## src/rtl/sub_bf16_pipe.sv

```systemverilog
// Three-stage pipelined bfloat16 subtractor (a - b) with RNE rounding.
// Stages: unpack/align, add/sub + leading-zero count, normalize/round/pack.
module sub_bf16_pipe (
    input  logic        clk,
    input  logic        nRST,
    input  logic        in_valid,
    output logic        in_ready,
    input  logic [15:0] a_in,
    input  logic [15:0] b_in,
    output logic        out_valid,
    input  logic        out_ready,
    output logic [15:0] diff_out,
    output logic        overflow,
    output logic        underflow,
    output logic        invalid
);

    // Handshake: a transfer happens on a rising edge where valid & ready are both 1.
    // All stages move together on advance; a full, unconsumed output stalls everything.
    logic advance;
    assign advance  = ~out_valid | out_ready;
    assign in_ready = advance;

    // ---------------- S1: unpack / align (combinational) ----------------
    logic        a_zero, b_zero, a_bigger, eff_sub, big_sign;
    logic [14:0] a_mag, b_mag, big_mag, small_mag;
    logic [10:0] big_sig, small_sig, shifted, lost, small_al;
    logic [7:0]  exp_diff;
    logic        a_nan, b_nan, a_inf, b_inf;
    logic        sp_hit, sp_inv;
    logic [15:0] sp_val;

    always_comb begin
        a_zero    = (a_in[14:7] == 8'd0);
        b_zero    = (b_in[14:7] == 8'd0);
        a_mag     = a_zero ? 15'd0 : a_in[14:0];
        b_mag     = b_zero ? 15'd0 : b_in[14:0];
        a_bigger  = (a_mag >= b_mag);
        big_mag   = a_bigger ? a_mag : b_mag;
        small_mag = a_bigger ? b_mag : a_mag;
        big_sign  = a_bigger ? a_in[15] : ~b_in[15];
        eff_sub   = (a_in[15] == b_in[15]);
        big_sig   = {(big_mag[14:7] != 8'd0), big_mag[6:0], 3'b000};
        small_sig = {(small_mag[14:7] != 8'd0), small_mag[6:0], 3'b000};
        exp_diff  = big_mag[14:7] - small_mag[14:7];
        shifted   = 11'd0;
        lost      = 11'd0;
        if (exp_diff >= 8'd11) begin
            small_al = {10'd0, |small_sig};
        end else begin
            shifted  = small_sig >> exp_diff[3:0];
            lost     = small_sig & ~(11'h7FF << exp_diff[3:0]);
            small_al = {shifted[10:1], shifted[0] | (|lost)};
        end

        a_nan  = (&a_in[14:7]) & (|a_in[6:0]);
        b_nan  = (&b_in[14:7]) & (|b_in[6:0]);
        a_inf  = (&a_in[14:7]) & ~(|a_in[6:0]);
        b_inf  = (&b_in[14:7]) & ~(|b_in[6:0]);
        sp_hit = 1'b1;
        sp_inv = 1'b0;
        sp_val = 16'h0000;
        if (a_nan || b_nan || (a_inf && b_inf && (a_in[15] == b_in[15]))) begin
            sp_val = 16'h7FC0;
            sp_inv = 1'b1;
        end else if (a_inf) begin
            sp_val = a_in;
        end else if (b_inf) begin
            sp_val = {~b_in[15], 8'hFF, 7'h00};
        end else if (a_zero && b_zero) begin
            sp_val = {a_in[15] & ~b_in[15], 15'h0000};
        end else begin
            sp_hit = 1'b0;
        end
    end

    // ---------------- S2: add/sub + LZC (combinational) ----------------
    logic        s1_valid, s1_special, s1_spec_inv, s1_sign, s1_sub;
    logic [15:0] s1_spec_val;
    logic [7:0]  s1_exp;
    logic [10:0] s1_big, s1_small;
    logic [11:0] sum12;
    logic [3:0]  lzc;

    function automatic logic [3:0] lzc12(input logic [11:0] v);
        lzc12 = 4'd12;
        for (int i = 0; i < 12; i++)
            if (v[i]) lzc12 = 4'(11 - i);
    endfunction

    always_comb begin
        // Larger magnitude is always the minuend, so the difference never goes negative.
        sum12 = s1_sub ? ({1'b0, s1_big} - {1'b0, s1_small})
                       : ({1'b0, s1_big} + {1'b0, s1_small});
        lzc   = lzc12(sum12);
    end

    // ---------------- S3: normalize / round / pack (combinational) ----------------
    logic        s2_valid, s2_special, s2_spec_inv, s2_sign;
    logic [15:0] s2_spec_val;
    logic [7:0]  s2_exp;
    logic [11:0] s2_sum;
    logic [3:0]  s2_lzc, shamt;
    logic [10:0] norm;
    logic [9:0]  exp_n, exp_r;
    logic [8:0]  rounded;
    logic [6:0]  frac_r;
    logic        round_up;
    logic [15:0] res_val;
    logic        res_ovf, res_unf, res_inv;

    always_comb begin
        shamt = s2_lzc - 4'd1;
        if (s2_sum[11]) begin
            norm  = {s2_sum[11:2], s2_sum[1] | s2_sum[0]};
            exp_n = {2'b00, s2_exp} + 10'd1;
        end else begin
            norm  = s2_sum[10:0] << shamt;
            exp_n = {2'b00, s2_exp} - {6'd0, shamt};
        end
        round_up = norm[2] & (norm[1] | norm[0] | norm[3]);
        rounded  = {1'b0, norm[10:3]} + {8'd0, round_up};
        exp_r    = exp_n + {9'd0, rounded[8]};
        frac_r   = rounded[8] ? 7'd0 : rounded[6:0];

        // exp_r is two's complement: bit 9 set means the exponent went below zero.
        res_val = {s2_sign, exp_r[7:0], frac_r};
        res_ovf = 1'b0;
        res_unf = 1'b0;
        res_inv = 1'b0;
        if (s2_special) begin
            res_val = s2_spec_val;
            res_inv = s2_spec_inv;
        end else if (s2_sum == 12'd0) begin
            res_val = 16'h0000;
        end else if (!exp_r[9] && (exp_r >= 10'd255)) begin
            res_val = {s2_sign, 8'hFF, 7'h00};
            res_ovf = 1'b1;
        end else if (exp_r[9] || (exp_r == 10'd0)) begin
            res_val = {s2_sign, 15'h0000};
            res_unf = 1'b1;
        end
    end

    // ---------------- pipeline registers ----------------
    always_ff @(posedge clk or negedge nRST) begin
        if (!nRST) begin
            s1_valid    <= 1'b0;
            s1_special  <= 1'b0;
            s1_spec_inv <= 1'b0;
            s1_spec_val <= 16'h0000;
            s1_sign     <= 1'b0;
            s1_sub      <= 1'b0;
            s1_exp      <= 8'd0;
            s1_big      <= 11'd0;
            s1_small    <= 11'd0;
            s2_valid    <= 1'b0;
            s2_special  <= 1'b0;
            s2_spec_inv <= 1'b0;
            s2_spec_val <= 16'h0000;
            s2_sign     <= 1'b0;
            s2_exp      <= 8'd0;
            s2_sum      <= 12'd0;
            s2_lzc      <= 4'd0;
            out_valid   <= 1'b0;
            diff_out    <= 16'h0000;
            overflow    <= 1'b0;
            underflow   <= 1'b0;
            invalid     <= 1'b0;
        end else if (advance) begin
            s1_valid    <= in_valid;
            s1_special  <= sp_hit;
            s1_spec_inv <= sp_inv;
            s1_spec_val <= sp_val;
            s1_sign     <= big_sign;
            s1_sub      <= eff_sub;
            s1_exp      <= big_mag[14:7];
            s1_big      <= big_sig;
            s1_small    <= small_al;
            s2_valid    <= s1_valid;
            s2_special  <= s1_special;
            s2_spec_inv <= s1_spec_inv;
            s2_spec_val <= s1_spec_val;
            s2_sign     <= s1_sign;
            s2_exp      <= s1_exp;
            s2_sum      <= sum12;
            s2_lzc      <= lzc;
            out_valid   <= s2_valid;
            diff_out    <= res_val;
            overflow    <= res_ovf;
            underflow   <= res_unf;
            invalid     <= res_inv;
        end
    end

endmodule
```

## config.mk

```make
export PLATFORM = sky130hd
export DESIGN_NAME = sub_bf16_pipe
export DESIGN_NICKNAME = d
export VERILOG_FILES = /design/src/rtl/sub_bf16_pipe.sv
export SDC_FILE = /design/constraint.sdc
export NUM_CORES = 1
export LEC_CHECK = 0
export CAP_MARGIN = 5
export CORE_UTILIZATION = 30
export CTS_BUF_LIST = sky130_fd_sc_hd__clkbuf_16
export CTS_CLUSTER_DIAMETER = 40
export DETAILED_ROUTE_END_ITERATION = 16
export PLACE_DENSITY = 0.51
export SETUP_SLACK_MARGIN = 0.5
export SLEW_MARGIN = 30
export SYNTH_ARGS = -nofsm -noshare
export SYNTH_HDL_FRONTEND = slang
export SYNTH_SLANG_ARGS = --single-unit
```

## constraint.sdc

```tcl
create_clock -name clk -period 9.4 [get_ports clk]
set_input_delay 2.35 -clock clk [delete_from_list [all_inputs] [get_ports clk]]
set_output_delay 2.35 -clock clk [all_outputs]
set_load 0.01 [all_outputs]
```

* Word-level counts from Yosys, hierarchy flattened
Index checks and enable logic that the tools add are counted.
** Word-level totals
- Bits in registers :: 112
- Bits of input ports :: 36
- Word-level logic and storage cells :: 117
** Operators by class
- Add/sub/neg operators :: 8
- $lt $le $gt $ge :: 3
- Equal/unequal tests :: 1
- Shift operators :: 3
- Muxes and demuxes :: 43
- Bitwise gates (word level) :: 17
- Reductions and logical operators :: 20
** Operators by type and width (count)
- $mux W16 :: 6
- $mux W15 :: 6
- $mux W4 :: 11
- $mux W11 :: 2
- $logic_not A8 Y1 :: 2
- $reduce_and A8 Y1 :: 2
- $reduce_bool A8 Y1 :: 2
- $ge A15 B15 Y1 :: 1
- $mux W1 :: 14
- $reduce_or A7 Y1 :: 2
- $add A11 B11 Y12 :: 1
- $logic_not A12 Y1 :: 1
- $mux W12 :: 1
- $sub A11 B11 Y12 :: 1
- $and A11 B11 Y11 :: 1
- $not A11 Y11 :: 1
- $reduce_or A11 Y1 :: 1
- $shl A11 B4 Y11 :: 1
- $shl A11 B4 Y11 const A :: 1
- $shr A11 B4 Y11 :: 1
- $add A10 B1 Y10 :: 1
- $ge A10 B8 Y1 const B :: 1
- $logic_not A10 Y1 :: 1
- $mux W10 :: 1
- 16 further kinds :: 33

* Longest topological paths before layout
Gate-level depths: netlist of run 1.
- Depth in word-level cells :: 14
- Mapped depth :: 25
- Depth with buffers taken out :: 22

* Least setup slack after synthesis of run 1
Ideal clock, no wire load.
- Kind :: input-to-reg
- Start :: in a_in[9]
- End :: reg s1_small[0]
- Setup time :: 90 ps
- Arrival :: 7264 ps
- Required time :: 9310 ps
- Slack :: 2046 ps
- Cell stages on the path :: 22
- Cells stage by stage :: clkbuf_1 -> nor4_1 -> nand2_1 -> and2_1 -> ha_1 -> nand4_1 -> or4_1 -> o211a_1 -> clkbuf_1 -> nand2_1 -> buf_2 -> buf_1 -> a22oi_1 -> ha_1 -> a311o_1 -> or4_1 -> and2_1 -> clkbuf_1 -> or3_1 -> a32oi_1 -> o31ai_1 -> o221ai_1
** On the way
- Word-level cells in the longest chain between the ends :: 11
- Elaborated cells between the ends (all ways) :: 16
- Those cells by class :: add/sub: 1; order compare: 2; shift: 2; mux: 4; bitwise: 3; reduce/logical: 4
** RTL lines
- start: declaration :: RTL line 8 : input logic [15:0] a_in,
- $logic_not A8 Y1 :: RTL line 34 : a_zero = (a_in[14:7] == 8'd0);
- $mux W15 * :: RTL line 36 : a_mag = a_zero ? 15'd0 : a_in[14:0];
- $ge A15 B15 Y1 :: RTL line 38 : a_bigger = (a_mag >= b_mag);
- $mux W15, on equally long branches :: RTL line 39, 40
- $sub A8 B8 Y8 :: RTL line 45 : exp_diff = big_mag[14:7] - small_mag[14:7];
- $shl A11 B4 Y11 :: RTL line 52 : lost = small_sig & ~(11'h7FF << exp_diff[3:0]);
- $not A11 Y11 :: RTL line 52
- $and A11 B11 Y11 :: RTL line 52
- $reduce_or A11 Y1 :: RTL line 53 : small_al = {shifted[10:1], shifted[0] | (|lost)};
- $or A1 B1 Y1 :: RTL line 53
- $mux W11 * :: RTL line 48 : if (exp_diff >= 8'd11) begin
- end signal: assignment :: RTL line 179 : s1_small <= small_al;
- end: declaration :: RTL line 81 : logic [10:0] s1_big, s1_small;
Mark *: on every way between the ends. The rest lies on a longest branch, timed or not.
A chain may end at the register's enable or synchronous reset.

* Final worst setup path of run 1
- Start :: in a_in[12]
- End :: reg s1_small[5]
** On the way
- Word-level cells in the longest chain between the ends :: 7
- Elaborated cells between the ends (all ways) :: 10
- Those cells by class :: add/sub: 1; order compare: 2; shift: 1; mux: 4; reduce/logical: 2
** RTL lines (RTL line)
- $logic_not A8 Y1 :: 34
- $mux W15 * :: 36
- $ge A15 B15 Y1 :: 38
- $mux W15, on equally long branches :: 39, 40
- $sub A8 B8 Y8 / $reduce_bool A8 Y1 (equally long branches) :: 45, 44
- $ge A8 B4 Y1 / $shr A11 B4 Y11 (equally long branches) :: 48, 51
- $mux W11 * :: 48
Marked as above.

==> flow_summary.toml, run 1 <==
[sta]
tns_ns = 0
relSlewSlack_pct = 44.2
fmax_mhz = 131
clock_skew_ns = 0.0155
rsz0062_at_grt = "no"
hold_viol = 0
tightest_slew_ns = 0.837
setup_violations = 0
fin_crit_ns = 7.61
fin_crit_sh_pct = 81.0
worst_slack_ns = 1.79
fin_hold_ws_ns = 0.468
slew_violations = 0

[route]
drc = 0
vias = 7239
wl_per_cell_um = 15.7
wl_met1_um = 11200
viasPerCell = 5.22
wl_met3_um = 878
top_layer = "met4"
ant_nets = 0
wl_um = 21800
route.met2.wl_um = 9420
firstDrtPassIters = 5
drtIter0Drc = 487

[synth]
netlist_area_mm2 = 0.00822
ys_types = 82
synth-compound-area-share_pct = 21.0
yosys.area_share.simple_pct = 24.1
synth_adder_area_share_pct = 7.03
synth_top_family_by_area = "simple AND/OR/NAND/NOR gates"
ys_seq_elements = 112
syn-num-nets = 1108
synth_area_leaders = "dfrtp_1 34%, nand2_1 9.1%, ha_1 6.5%, nor2_1 4.2%, a21oi_1 3.9%"
synth_cells = 1027
synthArstFlopShare_pct = 100
synth_area_leader_cell = "dfrtp_1"
synthMuxAreaShare_pct = 5.37
ys_warn_count = 0
syn_avg_cell_area_um2 = 8.01
synth_xor_area_share_pct = 2.95
yosys.area.top_type_share_pct = 34.1
ys.flop_type = "dfrtp_1"
synth_edf_count = 0
seq_area_frac_synth_pct = 34.1

[finish]
antenna_cells = 0
drive_gt1_share_pct = 6.22
final_area_mm2 = 0.00936
area_growth_pct = 13.8
final_nets = 1121
post-route-util_pct = 34.7
stdcell_count = 1386

[critical_path]
r2r_setup_slack_ns = 3.72
rr_endpoint = "diff_out[11]$_DFFE_PN0P_"
critPathCapture = "s1_small[5]$_DFFE_PN0P_"
worstSetupStartpoint = "a_in[12]"
critPathKind = "in2reg"
cp-start-kind = "input pin"
cp.required_ns = 9.68
r2r_cells = 20
crit_arrival_ns = 7.89
endpoint_kind = "flop"
r2r_start = "s2_lzc[0]$_DFFE_PN0P_"
cp_max_fo = 33

[placement]
post-place-ws_ns = 1.47
place_area_mm2 = 0.00903
routabilityCongestion = 0.880
dp.cells = 1370
place_hpwl_um = 16400
port_buffers = 56

[global_route]
grt_usage_pct = 16.0
grt_max_degree = 85
antenna_found_initial = 0
grt_pass1_vias = 6970
grt_pass1_wl_um = 36800
grt.overflow.total = 0

[floorplanning]
fp.dieW_um = 168
rows = 60
dieArea_mm2 = 0.0281
coreArea_mm2 = 0.0270
start_util_pct = 30.5
io_pins = 57
fp.dieH_um = 168

[clocking]
cts_hold_buffers = 0
cts_max_level = 3
cts_buffers = 9
cts_tree = "done"
clk_pin_slew_worst_paths_ns = 0.08
cts_sinks = 112
cts_resized = 0
clockBufferDepth = 2
root_buffer = "clkbuf_16"
clk_latency_ns = 0.37
post-cts-setup-buffer-count = 0

[power]
powerDensity_mw_per_mm2 = 281
ir_drop_mv = 0.116
power.leakage_nw = 4.17
p_total_mw = 2.62

[status]
outcome = "completed"

[worst_hold_path]
hold_class = "reg2reg"

[flow_run]
max_cap_viol_count = 0
[sequential cells by signal (all words and copies together) (netlist names)]
signal / cells
s2_valid: 1
s2_lzc: 4
overflow: 1
s1_small: 11
diff_out: 16
s2_special: 1
s1_spec_val: 16
s1_special: 1
out_valid: 1
s2_spec_inv: 1
s1_sub: 1
s2_exp: 8
underflow: 1
s1_valid: 1
s1_big: 8
s2_sum: 12
invalid: 1
s1_spec_inv: 1
s1_exp: 8
s2_spec_val: 16
s2_sign: 1
s1_sign: 1
[report_power, final]
| part | internal [mW] | switching [mW] |
|---|---|---|
| Combinational | 0.613 | 0.825 |
| Sequential | 0.622 | 0.155 |
| Clock | 0.196 | 0.214 |
| Total | 1.43 | 1.19 |
[worst max-delay path: stages]
cell and delay, ns:
clkdlybuf4s50_1 0.54, nor4_1 0.35, nand2_1 0.30, and2_1 0.29, ha_1 0.32, nand4_1 0.12
or4_1 0.19, o211a_1 0.31, nand2_1 0.10, buf_4 0.26, nor2_1 0.12, a22oi_1 0.10
ha_1 0.20, a311o_1 0.31, or4_1 0.53, nand2_1 0.44, a211oi_1 0.21, a2111oi_4 0.39
nand3_2 0.25, o22ai_1 0.21
[cells in the final DEF, fill, tap and decap left out, types with 4 or more instances in the layout]
| cell | instances |
|---|---|
| or4_1 | 4 |
| o21bai_1 | 4 |
| mux4_2 | 4 |
| a211oi_1 | 7 |
| a31oi_1 | 20 |
| mux2_2 | 9 |
| nor3_1 | 23 |
| nand2_1 | 200 |
| a21boi_0 | 4 |
| nand4_1 | 11 |
| xnor2_1 | 12 |
| xor2_1 | 13 |
| nand2b_1 | 7 |
| o211ai_1 | 9 |
| o21ai_0 | 48 |
| and3_1 | 12 |
| or2_2 | 4 |
| mux2i_1 | 25 |
| a221oi_1 | 4 |
| nor4_1 | 13 |
| a21oi_1 | 64 |
| ha_1 | 43 |
| clkdlybuf4s50_1 | 55 |
| o21a_1 | 15 |
| or3_1 | 7 |
| nor2_1 | 92 |
| o22ai_1 | 14 |
| nand3_1 | 20 |
| clkbuf_16 | 9 |
| nor2b_1 | 10 |
| dfrtp_1 | 112 |
| a22oi_1 | 6 |
| o21ai_1 | 8 |
| and2_1 | 17 |
| buf_4 | 9 |
| a21o_1 | 6 |
| inv_1 | 49 |
[cell families after synthesis]
logic type                 count (synthesis)
and+or+nand+nor                          435
muxes                                     38
DFF                                      112
AOI/OAI and AO/OA                        256
buffers and inverters                    115
adders and majority gates                 45
xor gates and xnor gates                  26
[worst min-delay path by stage]
stage | from | endpoint | slack, ns | depth (start not counted)
6_report | s2_spec_val[4]$_DFFE_PN0P_ | s2_spec_val[4]$_DFFE_PN0P_ | 0.47 | 2
5_1_grt | s2_spec_val[0]$_DFFE_PN0P_ | s2_spec_val[0]$_DFFE_PN0P_ | 0.48 | 2
3_5_place_dp | s2_valid$_DFFE_PN0P_ | s2_valid$_DFFE_PN0P_ | 0.45 | 2
3_3_place_gp | s2_spec_val[9]$_DFFE_PN0P_ | s2_spec_val[9]$_DFFE_PN0P_ | 0.44 | 2
2_1_floorplan | s2_valid$_DFFE_PN0P_ | s2_valid$_DFFE_PN0P_ | 0.43 | 2
4_1_cts | s2_spec_val[4]$_DFFE_PN0P_ | s2_spec_val[4]$_DFFE_PN0P_ | 0.47 | 2
[metal layers]
metal  vias to the layer above  GRT usage (%)
li1                       3659              -
met1                      3388           23.6
met2                       171           24.8
met3                        21           1.96
met4                         0           3.79
met5                         -              0
[final cells by class]
type	count	area (um^2)
fillers	2819	17600
multi-input cells	800	4980
flip-flops and latches	112	2800
repair buffers	64	618
well taps	341	427
clock buffers	9	225
inverters	53	200
clock inverters	7	98.8
[Yosys cell counts, types with 6 or more instances]
cell      instances
nand4_1          11
a211oi_1          7
nand2_1         200
nor3_1           23
xor2_1           13
mux2i_1          25
o211ai_1          9
nor4_1           13
buf_1             9
o21a_1           15
clkbuf_1         49
inv_1            50
o21ai_1           8
a21o_1            6
nand2b_1          7
nor2b_1          11
nand3_1          20
ha_1             43
a22oi_1           6
or3_1             7
o21ai_0          48
dfrtp_1         112
mux2_2            9
o22ai_1          14
a31oi_1          20
xnor2_1          12
and3_1           12
a21oi_1          64
and2_1           17
nor2_1           92
(Power assumes the default switching activity.)
==> run 2: changes to the inputs <==
Clock period 9.4 ns to 7.5 ns, I/O delays scaled along.
==> run 2 against run 1 <==
Clock-buffer cell count is the same. Combinational power rose by 26%. Final cell count increased by 0.58%. Critical path depth decreased by 2. Core utilization rose by 0.29 points. Flip-flop and latch count is the same. Non-clock buffer count up 8. Cell area rose by 0.83%. First-iteration DRC count increased by 20%. Worst hold slack worse by 0.0023 ns. Critical path type unchanged.
==> flow_summary.toml, run 2 (synthesis gave the netlist of run 1 again) <==
[status]
outcome = "completed"

[power]
ir_drop_mv = 0.176
p_int_mw = 1.80
switchingPower_mw = 1.50
p_seq_share_pct = 29.6
powerDensity_mw_per_mm2 = 349
combPwrFrac_pct = 54.8
power.leakage_nw = 4.22
power.share.switching_pct = 45.4
pwr-share-clk_pct = 15.6

[critical_path]
crit_arrival_ns = 6.92
r2r_cells = 20
rr_endpoint = "diff_out[11]$_DFFE_PN0P_"
cp.required_ns = 7.78
critPathKind = "in2reg"
r2r_start = "s2_lzc[0]$_DFFE_PN0P_"
endpoint_kind = "flop"
cp_max_fo = 10
cp-start-kind = "input pin"
r2r_setup_slack_ns = 1.73

[placement]
place_area_mm2 = 0.00908
place_hpwl_um = 16300
routabilityCongestion = 0.851
post-place-ws_ns = 0.168
port_buffers = 56

[clocking]
cts_buffers = 9
cts_max_level = 3
clockBufferDepth = 2
clk_pin_slew_worst_paths_ns = 0.08
cts_sinks = 112
cts_hold_buffers = 0
clk_latency_ns = 0.37
root_buffer = "clkbuf_16"
cts_tree = "done"

[route]
ant_nets = 0
drc = 0
viasPerCell = 5.20
wl_um = 21800
firstDrtPassIters = 8
vias = 7243
drtIter0Drc = 582
wl_per_cell_um = 15.6

[finish]
nFillCells = 2801
drive_gt1_share_pct = 7.22
antenna_cells = 0
final_nets = 1129
final-seq-area_mm2 = 0.00280
layout_commonest_cell = "nand2_1"
area_growth_pct = 14.7
multi_input_area_mm2 = 0.00500
final_area_mm2 = 0.00943
mostFrequentLayoutCells = "199 x nand2_1, 112 x dfrtp_1, 92 x nor2_1, 64 x a21oi_1, 55 x clkdlybuf4s50_1"
top_regs = "diff_out (16), s1_spec_val (16), s2_spec_val (16)"

[sta]
relSlewSlack_pct = 43.8
rsz0062_at_grt = "yes"
tns_ns = 0
hold_viol = 0
fin_crit_ns = 6.64
slew_violations = 0
fin_crit_sh_pct = 88.5
clock_skew_ns = 0.0159
fmax_mhz = 151
tightest_slew_ns = 0.843
worst_slack_ns = 0.863
setup_violations = 0

[floorplanning]
fp.dieW_um = 168
fp.dieH_um = 168
rows = 60
coreArea_mm2 = 0.0270
io_pins = 57
start_util_pct = 30.5
dieArea_mm2 = 0.0281

[worst_hold_path]
hold_class = "reg2reg"
min_path_cells = 2
worstHoldStart = "s2_spec_val[8]$_DFFE_PN0P_"
hold_path_end = "s2_spec_val[8]$_DFFE_PN0P_"

[global_route]
grt_pass1_vias = 6841
grt_max_degree = 86
grt.overflow.total = 0
grt_pass1_wl_um = 36000
grt_usage_pct = 15.8
antenna_found_initial = 0

[flow_run]
max_cap_viol_count = 0
==> run 2: critical path: stages <==
cell	delay (ns)
clkdlybuf4s50_1	0.55
nor4_2	0.35
nand2_2	0.20
and2_1	0.25
ha_1	0.30
nand4_1	0.13
or4_1	0.61
o211a_1	0.27
nand2_1	0.15
a22oi_1	0.09
ha_1	0.20
a311o_1	0.32
o311a_1	0.36
a2111oi_1	0.36
a2bb2oi_1	0.16
a2111oi_4	0.30
nand3_2	0.22
o22ai_1	0.21
==> run 2: repair_timing <==
| action | in CTS | in global routing |
|---|---|---|
| setup endpoints to repair | 0 | 11 |
| gates resized for setup | 0 | 4 |
| hold endpoints to repair | 0 | 0 |
| buffers inserted | 0 | 1 |
==> run 2: per-layer routing <==
metal / wire [um] / global-route usage (%) / part of all wire, % / vias to the layer above
li1: - / - / - / 3663
met1: 11300 / 23.2 / 52 / 3392
met2: 9320 / 24.3 / 43 / 170
met3: 922 / 2.10 / 4.2 / 18
met4: 302 / 3.99 / 1.4 / 0
met5: 0 / 0 / 0 / -
==> run 2: worst max-delay path by stage <==
stage                                         end  slack (ns)  startpoint
after global routing      s1_small[5]$_DFFE_PN0P_        0.46     a_in[7]
after floorplan           s1_small[0]$_DFFE_PN0P_        0.62     a_in[9]
after detailed placement  s1_small[4]$_DFFE_PN0P_        0.17    a_in[13]
after CTS                 s1_small[4]$_DFFE_PN0P_        0.54    a_in[13]
final                     s1_small[4]$_DFFE_PN0P_        0.86     a_in[7]
after global placement    s1_small[8]$_DFFE_PN0P_        0.26    a_in[13]
==> run 2: final cells by class <==
type / count / area share [%]
clock buffer: 9 / 2.39
clock inverter: 7 / 1.02
inverter: 53 / 2.12
multi-input combinational: 800 / 53.0
sequential: 112 / 29.7
tap: 341 / 4.52
timing repair buffer: 72 / 7.23
==> run 2: metrics by stage <==
step           power [mW]  hold slack (ns)  utilization, %  std cells
3_5_place_dp         2.79            0.452            33.7       1377
5_1_grt              3.59            0.477            35.0       1394
4_1_cts              3.32            0.470            34.9       1393
6_report             3.30            0.465            35.0       1394
3_3_place_gp         2.78            0.442            33.7       1377
2_1_floorplan        2.28            0.430               -       1027
==> run 2: power by group through the flow <==
stage / clock, mW / combinational (mW) / sequential [mW]
6_report: 0.515 / 1.81 / 0.976
5_1_grt: 0.555 / 2.02 / 1.01
2_1_floorplan: 0 / 1.36 / 0.919
4_1_cts: 0.532 / 1.81 / 0.976
3_5_place_dp: 0 / 1.80 / 0.988
3_3_place_gp: 0 / 1.80 / 0.986
==> run 3: changes to the inputs <==
Settings changed: TNS_END_PERCENT set to 50.
==> results of run 3 <==
No change in the layout: final DEF, timing and power equal those of run 2.
